## config.mk

```make
export PLATFORM = sky130hd
export DESIGN_NAME = inst_mem_loader_flat
export DESIGN_NICKNAME = d
export VERILOG_FILES = /design/src/rtl/inst_mem_loader_if.sv /design/src/rtl/inst_mem_loader.sv /design/src/flat_wrapper.sv
export SDC_FILE = /design/constraint.sdc
export NUM_CORES = 2
export LEC_CHECK = 0
export ABC_AREA = 1
export ABC_CLOCK_PERIOD_IN_PS = 6280
export CORE_ASPECT_RATIO = 1.4
export CORE_MARGIN = 2
export CORE_UTILIZATION = 41
export DETAILED_ROUTE_END_ITERATION = 12
export GPL_ROUTABILITY_DRIVEN = 1
export SYNTH_ARGS = -nofsm -noshare
export SYNTH_HDL_FRONTEND = slang
export SYNTH_SLANG_ARGS = --single-unit
```

## constraint.sdc

```tcl
create_clock -name clk -period 6.28 [get_ports clk]
set_clock_uncertainty 0.1 [all_clocks]
set_input_delay 1.256 -clock clk [delete_from_list [all_inputs] [get_ports clk]]
set_output_delay 1.256 -clock clk [all_outputs]
set_load 0.01 [all_outputs]
```

## src/rtl/inst_mem_loader_if.sv

```systemverilog
// ---------------------------------------------------------------------------
// inst_mem_loader_if
// Bundles the program-load port and the fetch port of the loadable
// instruction memory.
//   master : host/fetch side (drives load_*, fetch_req, fetch_addr, stall)
//   slave  : the memory itself (drives load_done, load_count, ready,
//            inst_out, inst_valid, addr_fault)
// Parameters A (address width) and W (instruction width) must match the
// memory instance the interface is connected to.
// ---------------------------------------------------------------------------
interface inst_mem_loader_if #(
  parameter int A = 8,
  parameter int W = 9
);
  // load port
  logic         load_start;
  logic         load_valid;
  logic [W-1:0] load_data;
  logic         load_last;
  logic         load_done;
  logic [A:0]   load_count;
  // fetch port
  logic         ready;
  logic         fetch_req;
  logic [A-1:0] fetch_addr;
  logic         stall;
  logic [W-1:0] inst_out;
  logic         inst_valid;
  logic         addr_fault;

  modport master (
    output load_start, load_valid, load_data, load_last,
    output fetch_req, fetch_addr, stall,
    input  load_done, load_count, ready, inst_out, inst_valid, addr_fault
  );

  modport slave (
    input  load_start, load_valid, load_data, load_last,
    input  fetch_req, fetch_addr, stall,
    output load_done, load_count, ready, inst_out, inst_valid, addr_fault
  );
endinterface

```

## src/rtl/inst_mem_loader.sv

```systemverilog
// ---------------------------------------------------------------------------
// inst_mem_loader
// Loadable instruction memory. The host streams a program image in through
// the load port (EMPTY -> LOAD -> RUN); the fetch stage then reads it with a
// registered, 1-cycle-latency request/valid handshake that holds its outputs
// while stall is high. Fetches at or beyond the loaded image length return
// NOP_VAL with addr_fault set.
//
// Ports:
//   clk    : clock, all state updates on the rising edge
//   rst_n  : asynchronous active-low reset
//   bus    : inst_mem_loader_if.slave
//            load_start/load_valid/load_data/load_last -> load_done/load_count
//            fetch_req/fetch_addr/stall -> ready/inst_out/inst_valid/addr_fault
// ---------------------------------------------------------------------------
module inst_mem_loader #(
  parameter int           A       = 8,
  parameter int           W       = 9,
  parameter int           DEPTH   = 256,
  parameter logic [W-1:0] NOP_VAL = 9'b111_000000
) (
  input  logic              clk,
  input  logic              rst_n,
  inst_mem_loader_if.slave  bus
);

  localparam int         CNT_W    = A + 1;
  localparam logic [A:0] CNT_MAX  = CNT_W'(DEPTH);
  localparam logic [A:0] LAST_CNT = CNT_W'(DEPTH - 1);

  typedef enum logic [1:0] {
    S_EMPTY,
    S_LOAD,
    S_RUN
  } state_t;

  state_t       state_q, state_d;
  logic [A:0]   load_count_q;
  logic         load_done_q;
  logic [W-1:0] inst_out_q;
  logic         inst_valid_q;
  logic         addr_fault_q;

  logic         wr_en;
  logic         finish;
  logic         fetch_accept;
  logic         rd_fault;

  logic [W-1:0] mem [DEPTH];

  // -------------------------------------------------------------------------
  // Next-state and control decode
  // -------------------------------------------------------------------------
  always_comb begin
    // NOTE: every signal written here gets a default first, so no path can
    // leave one unassigned and infer a latch.
    state_d      = state_q;
    wr_en        = 1'b0;
    finish       = 1'b0;
    fetch_accept = 1'b0;

    unique case (state_q)
      S_EMPTY: begin
        if (bus.load_start) state_d = S_LOAD;
      end

      S_LOAD: begin
        // load_start restarts the image; a word offered in the same cycle
        // is dropped.
        if (bus.load_start) begin
          state_d = S_LOAD;
        end else if (bus.load_valid) begin
          wr_en = 1'b1;
          // The last storage word finishes the load even without load_last,
          // so the write pointer can never run past DEPTH-1.
          if (bus.load_last || (load_count_q == LAST_CNT)) begin
            finish  = 1'b1;
            state_d = S_RUN;
          end
        end
      end

      S_RUN: begin
        // load_start wins over a simultaneous fetch, which is dropped.
        if (bus.load_start) begin
          state_d = S_LOAD;
        end else if (bus.fetch_req && !bus.stall) begin
          fetch_accept = 1'b1;
        end
      end

      default: state_d = S_EMPTY;
    endcase
  end

  // -------------------------------------------------------------------------
  // State register
  // -------------------------------------------------------------------------
  always_ff @(posedge clk or negedge rst_n) begin
    // NOTE: sequential state uses non-blocking assignments so every register
    // samples pre-edge values regardless of block evaluation order.
    if (!rst_n) state_q <= S_EMPTY;
    else        state_q <= state_d;
  end

  // -------------------------------------------------------------------------
  // Load bookkeeping. load_count doubles as the write pointer: during LOAD
  // it always equals the index of the next word to be written.
  // -------------------------------------------------------------------------
  always_ff @(posedge clk or negedge rst_n) begin
    if (!rst_n) begin
      load_count_q <= '0;
      load_done_q  <= 1'b0;
    end else begin
      load_done_q <= finish;
      if (bus.load_start) begin
        load_count_q <= '0;
      end else if (wr_en && (load_count_q != CNT_MAX)) begin
        load_count_q <= load_count_q + 1'b1;
      end
    end
  end

  // -------------------------------------------------------------------------
  // Storage array
  // -------------------------------------------------------------------------
  // NOTE: the array has no reset; a reset only clears load_count, which is
  // enough to make every stale word unreachable until the next load.
  always_ff @(posedge clk) begin
    if (wr_en) mem[load_count_q[A-1:0]] <= bus.load_data;
  end

  // -------------------------------------------------------------------------
  // Fetch pipeline (1-cycle latency, stall holds the output stage)
  // -------------------------------------------------------------------------
  assign rd_fault = ({1'b0, bus.fetch_addr} >= load_count_q);

  always_ff @(posedge clk or negedge rst_n) begin
    if (!rst_n) begin
      inst_out_q   <= NOP_VAL;
      inst_valid_q <= 1'b0;
      addr_fault_q <= 1'b0;
    end else if ((state_q != S_RUN) || bus.load_start) begin
      // Outside RUN, or when leaving it, nothing is valid; inst_out holds.
      inst_valid_q <= 1'b0;
      addr_fault_q <= 1'b0;
    end else if (!bus.stall) begin
      if (fetch_accept) begin
        inst_valid_q <= 1'b1;
        addr_fault_q <= rd_fault;
        // Out-of-image addresses never index the array result.
        inst_out_q   <= rd_fault ? NOP_VAL : mem[bus.fetch_addr];
      end else begin
        inst_valid_q <= 1'b0;
        addr_fault_q <= 1'b0;
      end
    end
  end

  assign bus.ready      = (state_q == S_RUN);
  assign bus.load_done  = load_done_q;
  assign bus.load_count = load_count_q;
  assign bus.inst_out   = inst_out_q;
  assign bus.inst_valid = inst_valid_q;
  assign bus.addr_fault = addr_fault_q;

endmodule

```

## src/flat_wrapper.sv

```systemverilog
// flat-port wrapper written by rule: the top's interface ports become plain ports
module inst_mem_loader_flat 
#(
  parameter int           A       = 8,
  parameter int           W       = 9,
  parameter int           DEPTH   = 256,
  parameter logic [W-1:0] NOP_VAL = 9'b111_000000
)
  (clk, rst_n, bus_load_start, bus_load_valid, bus_load_data, bus_load_last, bus_fetch_req, bus_fetch_addr, bus_stall, bus_load_done, bus_load_count, bus_ready, bus_inst_out, bus_inst_valid, bus_addr_fault);
  inst_mem_loader_if #(.A(A), .W(W)) bus_i ();
  input  logic clk;
  input  logic rst_n;
  input wire logic [$bits(bus_i.load_start)-1:0] bus_load_start;
  input wire logic [$bits(bus_i.load_valid)-1:0] bus_load_valid;
  input wire logic [$bits(bus_i.load_data)-1:0] bus_load_data;
  input wire logic [$bits(bus_i.load_last)-1:0] bus_load_last;
  input wire logic [$bits(bus_i.fetch_req)-1:0] bus_fetch_req;
  input wire logic [$bits(bus_i.fetch_addr)-1:0] bus_fetch_addr;
  input wire logic [$bits(bus_i.stall)-1:0] bus_stall;
  output wire logic [$bits(bus_i.load_done)-1:0] bus_load_done;
  output wire logic [$bits(bus_i.load_count)-1:0] bus_load_count;
  output wire logic [$bits(bus_i.ready)-1:0] bus_ready;
  output wire logic [$bits(bus_i.inst_out)-1:0] bus_inst_out;
  output wire logic [$bits(bus_i.inst_valid)-1:0] bus_inst_valid;
  output wire logic [$bits(bus_i.addr_fault)-1:0] bus_addr_fault;
  assign bus_i.load_start = bus_load_start;
  assign bus_i.load_valid = bus_load_valid;
  assign bus_i.load_data = bus_load_data;
  assign bus_i.load_last = bus_load_last;
  assign bus_i.fetch_req = bus_fetch_req;
  assign bus_i.fetch_addr = bus_fetch_addr;
  assign bus_i.stall = bus_stall;
  assign bus_load_done = bus_i.load_done;
  assign bus_load_count = bus_i.load_count;
  assign bus_ready = bus_i.ready;
  assign bus_inst_out = bus_i.inst_out;
  assign bus_inst_valid = bus_i.inst_valid;
  assign bus_addr_fault = bus_i.addr_fault;
  inst_mem_loader #(.A(A), .W(W), .DEPTH(DEPTH), .NOP_VAL(NOP_VAL)) u_core (.clk(clk), .rst_n(rst_n), .bus(bus_i));
endmodule
```

# ---- Word-level counts from Yosys, hierarchy flattened
# Memory sizes are Yosys's and may differ from the RTL's.
# Index checks and enable logic that the tools add are counted.
dict set report classes {
  addsub 1
  order_cmp 1
  n_eq_ne 9
  mux 26
  bitwise 2
  reduce_logical 10
}
# operator count
set op_table {}
lappend op_table {{9-bit 2-to-1 mux} 3}
lappend op_table {{1-bit 2-to-1 mux} 18}
lappend op_table {{9-bit by 1-bit adder with 9-bit output, second input constant} 1}
lappend op_table {{9-bit by 8-bit equality test with 1-bit output, second input constant} 1}
lappend op_table {{8-bit by 9-bit greater-or-equal comparator with 1-bit output} 1}
lappend op_table {{9-bit != test, second input constant} 1}
lappend op_table {{2-bit 2-to-1 mux} 4}
lappend op_table {{3-bit AND reduction} 2}
lappend op_table {{2-bit by 1-bit != test with 1-bit output, second input constant} 2}
lappend op_table {{2-bit one-hot mux with 2 select lines} 1}
lappend op_table {{3-bit by 2-bit != test with 1-bit output, second input constant} 1}
lappend op_table {{3-bit != test, second input constant} 1}
lappend op_table {{2-bit by 1-bit equality test with 1-bit output, second input constant} 1}
lappend op_table {{2-bit equality test, second input constant} 1}
lappend op_table {{1-bit logical AND} 2}
lappend op_table {{2-bit logical NOT} 1}
lappend op_table {{1-bit logical OR} 2}
lappend op_table {{2-bit != test, second input constant} 1}
lappend op_table {{1-bit inverter} 2}
lappend op_table {{2-bit nonzero test} 1}
lappend op_table {{2-bit OR reduction} 1}
lappend op_table {{1-bit logical NOT} 1}
dict set report totals {
  reg_bits 23
  ramBits 2304
  input_bits 24
  out_inout_bits 22
  elab_cells 56
  n_memories 1
}
# memory words word_bits rd rd_ports_with_merged_regs wr line
set memory_table {}
lappend memory_table {u_core.mem 256 9 1 0 1 inst_mem_loader.sv:49} ;# logic [W-1:0] mem [DEPTH];

# ---- Logic depth before layout (Yosys ltp)
dict set report logic_depth {
  ltp_word 8
  depth_mapped 16
  depth_no_buf 13
}

# ---- Worst setup path before layout
# OpenSTA, ideal clock, no wires.
dict set report synth_path {
  path_kind {input to register}
  from {input bus_fetch_addr[0]}
  to {register u_core.inst_out_q[6] (netlist: u_core.bus.inst_out[6])}
  setup_time_ns 0.072
  arrival_time_ns 3.048
  required_time_ns 6.108
  path_slack_ns 3.060
  path_stages 13
  path_buffers 4
  cell_sequence {buf_4 > inv_4 > buf_6 > buf_6 > buf_6 > ha_1 > nand4_1 > nor3_1 > or2_2 > nor2_1 > nand3_1 > nand2_1 > inv_1}
}
dict set report synth_via {
  elab_chain_cells 2
  elab_cells_between_ends 3
  classes_between {order compare (1); mux (1); memory (1)}
}
# element line
set synth_lines {}
lappend synth_lines {{start: declaration} flat_wrapper.sv:18} ;# input wire logic [$bits(bus_i.fetch_addr)-1:0] bus_fetch_addr;
lappend synth_lines {{memory 256 x 9 bit or 8-bit by 9-bit greater-or-equal comparator with 1-bit output (tied branches)} n/a}
lappend synth_lines {{9-bit 2-to-1 mux (*)} inst_mem_loader.sv:152} ;# inst_out_q <= rd_fault ? NOP_VAL : mem[bus.fetch_addr];
lappend synth_lines {{end signal: assignment} inst_mem_loader.sv:152}
lappend synth_lines {{end: declaration} inst_mem_loader.sv:40} ;# logic [W-1:0] inst_out_q;
# Every way passes the cells marked *; elsewhere a longest branch is shown, timed or not.
# A chain may end at the register's enable or synchronous reset.

# ---- Worst setup path in the final report
dict set report layout_path {
  from {input bus_load_start}
  to {memory u_core.mem[59][7], enable pin}
}
dict set report layout_via {
  elab_chain_cells 4
}
# element line
set layout_lines {}
lappend layout_lines {{start: declaration} flat_wrapper.sv:13} ;# input wire logic [$bits(bus_i.load_start)-1:0] bus_load_start;
lappend layout_lines {{1-bit 2-to-1 mux} inst_mem_loader.sv:70} ;# if (bus.load_start) begin
lappend layout_lines {{1-bit 2-to-1 mux} inst_mem_loader.sv:62} ;# unique case (state_q)
lappend layout_lines {{1-bit 2-to-1 mux} inst_mem_loader.sv:130} ;# if (wr_en) mem[load_count_q[A-1:0]] <= bus.load_data;
lappend layout_lines {{1-bit 2-to-1 mux (implied by the code)} inst_mem_loader.sv:130}
lappend layout_lines {{end: declaration} inst_mem_loader.sv:49}
# No other way between the ends.

==> impl_metrics.env <==
export IMPL_outcome="complete, no violations"
export IMPL_r2r_end="u_core.mem[221][6]$_DFFE_PP_"
export IMPL_reg2reg_depth=3
export IMPL_power_density_nw_per_um2=309
export IMPL_vias=61000
export IMPL_cts_path_max_buffers=4
export IMPL_syn_num_nets=7943
export IMPL_root_buffer="clkbuf_16"
export IMPL_routabilityCongestion=0.937
export IMPL_synthTopCellsByCount="nand2_1, edfxtp_1, nand3_1, buf_2, nor2_1"
export IMPL_post_cts_buffers=0
export IMPL_rsz0062_at_grt="no"
export IMPL_synthMostInstantiatedCell="nand2_1"
export IMPL_synthFlopType="edfxtp_1"
export IMPL_p_total_w=0.0322
export IMPL_max_clock_freq_ghz=0.227
export IMPL_wl_um=268000
export IMPL_clkLatencyLatePin_ns=0.84
export IMPL_relSlewSlack=0.142
export IMPL_core_area_um2=229000
export IMPL_cp_slowest_stage_delay_ns=0.87
export IMPL_crit_required_ns=6.64
export IMPL_cts_tree="done"
export IMPL_path_cells="clkdlybuf4s50_1 -> inv_1 -> nand3_1 -> buf_4 -> nor2_1 -> nand2_1 -> nor2_1"
export IMPL_min_path_cells=1
export IMPL_htree_levels=4
export IMPL_leakagePower_nw=35.5
export IMPL_ios=46
export IMPL_num_rows=208
export IMPL_sw_frac_of_total=0.225
export IMPL_overflow=0
export IMPL_clock_power_share=0.402
export IMPL_die_w_um=410
export IMPL_ir_worst_vdd_mv=0.207
export IMPL_setup_viol=0
export IMPL_min_to="u_core.state_q[0]$_DFFE_PN0P_"
export IMPL_ant_nets=0
export IMPL_p_sw_w=0.00726
export IMPL_slew_violations=0
export IMPL_via_per_inst=5.58
export IMPL_synth_cell_types=26
export IMPL_cp_start_kind="input pin"
export IMPL_crit_fanout=16
export IMPL_hold_viol=0
export IMPL_cp_slowest_cell="nor2_1"
export IMPL_crit_arrival_ns=4.77
export IMPL_crit_top_cell="nor2_1"
export IMPL_cts_sinks=2327
export IMPL_wl_per_cell_um=24.5
export IMPL_syn_avg_cell_area_um2=12.0
export IMPL_period_share=0.703
export IMPL_fin_crit_ns=4.41
export IMPL_r2r_slack_ns=2.49
export IMPL_grt_max_degree=221
export IMPL_max_cap_violations=0
export IMPL_hold_start="u_core.state_q[1]$_DFFE_PN0P_"
export IMPL_drtPass1Iterations=6
export IMPL_crit_reg2reg_launch="u_core.bus.load_count[5]$_DFFE_PN0P_"
export IMPL_synth_edf_count=2304
export IMPL_end_kind="flip-flop"
export IMPL_synth_cells=7906
export IMPL_path_delay_family="simple AND/OR/NAND/NOR gates"
export IMPL_post_dp_hpwl_um=153000
export IMPL_grt_pass1_vias=59100
export IMPL_synth_top_cell_area_share=0.732
export IMPL_drc=0
export IMPL_die_area_um2=235000
export IMPL_cts_resized=0
export IMPL_grt_total_usage=0.223
export IMPL_drive_above_1_share=0.0564
export IMPL_antenna_found_initial=8
export IMPL_ys_warn_count=0
export IMPL_critical_path_depth=7
export IMPL_post_route_util=0.455
export IMPL_drtIter0Drc=6599
export IMPL_power_share_sequential=0.531
export IMPL_async_reset_ff_frac=0.00988
export IMPL_setup_tns_ns=0
export IMPL_fin_nets=7767
export IMPL_synth_seq_cells=2327
export IMPL_port_buffers=45
export IMPL_worst_path_buf_inv=3
export IMPL_cts_made_buffers=207
export IMPL_ys_seq_area_frac=0.738
export IMPL_synth_area_um2=94500
export IMPL_grt_pass1_wl_um=389000
export IMPL_power_frac_comb=0.067
export IMPL_yosys_area_top_type="edfxtp_1"
export IMPL_clk_pin_slew_worst_paths_ns=0.07
export IMPL_path_class="in2reg"
export IMPL_area_growth_pct=10.2
export IMPL_hold_buffers=0
export IMPL_worst_pin_slew_ns=1.29
export IMPL_die_y_um=572
export IMPL_initial_utilization=0.412
export IMPL_p_int_w=0.0249
export IMPL_synthTopCellsByArea="edfxtp_1, nand3_1, nand2_1"
export IMPL_min_path_type="reg2reg"
[sequential cells by signal, summed over array words and instances, names as in the netlist]
signal                 cells
u_core.bus.addr_fault      1
u_core.bus.inst_out        9
u_core.bus.inst_valid      1
u_core.bus.load_count      9
u_core.bus.load_done       1
u_core.mem              2304
u_core.state_q             2
[power groups by stage]
| stage | Combinational (W) | Clock [W] | Sequential (W) |
|---|---|---|---|
| 2_1_floorplan | 0.00110 | 0 | 0.0174 |
| 3_3_place_gp | 0.00213 | 0 | 0.0174 |
| 3_5_place_dp | 0.00214 | 0 | 0.0174 |
| 4_1_cts | 0.00215 | 0.0131 | 0.0171 |
| 5_1_grt | 0.00230 | 0.0136 | 0.0171 |
| 6_report | 0.00216 | 0.0129 | 0.0171 |
[cells by family (layout without fill, tap and decap cells)]
group	after synthesis	count (layout)	synth area share
other	0	4	0
flip-flops	2327	2327	0.738
buffers and inverters	576	559	0.0310
adder cells (fa/ha/maj)	13	13	0.00172
AO/OA/AOI/OAI	24	24	0.00131
AND/OR/NAND/NOR	4966	4966	0.228
[final cells by class]
cell class                 count  area [um2]
sequential                  2327       69800
clock buffer                 248        5360
fill                       20400      125000
multi-input combinational   5003       22000
tap                         3045        3810
timing repair buffer         152        1730
clock inverter               120        1420
inverter                      39         191
antenna                        4        10.0
[stage by stage]
| step | instances | hold WS (ns) | setup WS (ns) | instance area [um2] |
|---|---|---|---|---|
| 2_1_floorplan | 7906 | 0.344 | 3.06 | 94500 |
| 3_3_place_gp | 10600 | 0.362 | 1.04 | 97500 |
| 3_5_place_dp | 10600 | 0.362 | 1.08 | 97500 |
| 4_1_cts | 10900 | 0.366 | 1.94 | 104000 |
| 5_1_grt | 10900 | 0.384 | 1.77 | 104000 |
| 6_report | 10900 | 0.387 | 1.87 | 104000 |
[cell usage in the layout, fill, tap and decap left out, types with 10 or more instances in the layout]
cell type,count
nand2_1,2368
edfxtp_1,2304
nand3_1,2295
nor2_1,271
clkbuf_16,208
buf_4,74
clkbuf_1,40
clkinv_2,39
clkinv_1,37
buf_12,34
bufinv_16,32
clkdlybuf4s50_1,30
inv_1,29
dfrtp_1,20
ha_1,13
a21oi_1,12
buf_8,12
nor3_1,10
o21ai_0,10
clkinvlp_4,10
[worst reg2reg max path: cells and delay by family, from the launching register on]
family | cells | cell delay, ns
AND/OR/NAND/NOR | 3 | 2.72
flip-flops | 1 | 0.59
[per-layer routing]
layer	routed length, um	up-vias	global-route usage
li1	-	27800	-
met1	102000	30000	0.280
met2	132000	2674	0.383
met3	20300	596	0.0295
met4	14300	6	0.109
met5	33	-	0
[worst max-delay path by stage]
stage / from / endpoint / slack [ns]
after detailed placement: bus_load_start / u_core.mem[59][1]$_DFFE_PP_ / 1.08
after floorplan: bus_fetch_addr[0] / u_core.bus.inst_out[6]$_DFFE_PN1P_ / 3.06
after global routing: bus_load_start / u_core.mem[58][2]$_DFFE_PP_ / 1.77
final: bus_load_start / u_core.mem[59][7]$_DFFE_PP_ / 1.87
after global placement: bus_load_start / u_core.mem[58][2]$_DFFE_PP_ / 1.04
after CTS: bus_load_start / u_core.mem[59][7]$_DFFE_PP_ / 1.94
Note: power is estimated with default switching activity, not from simulation.
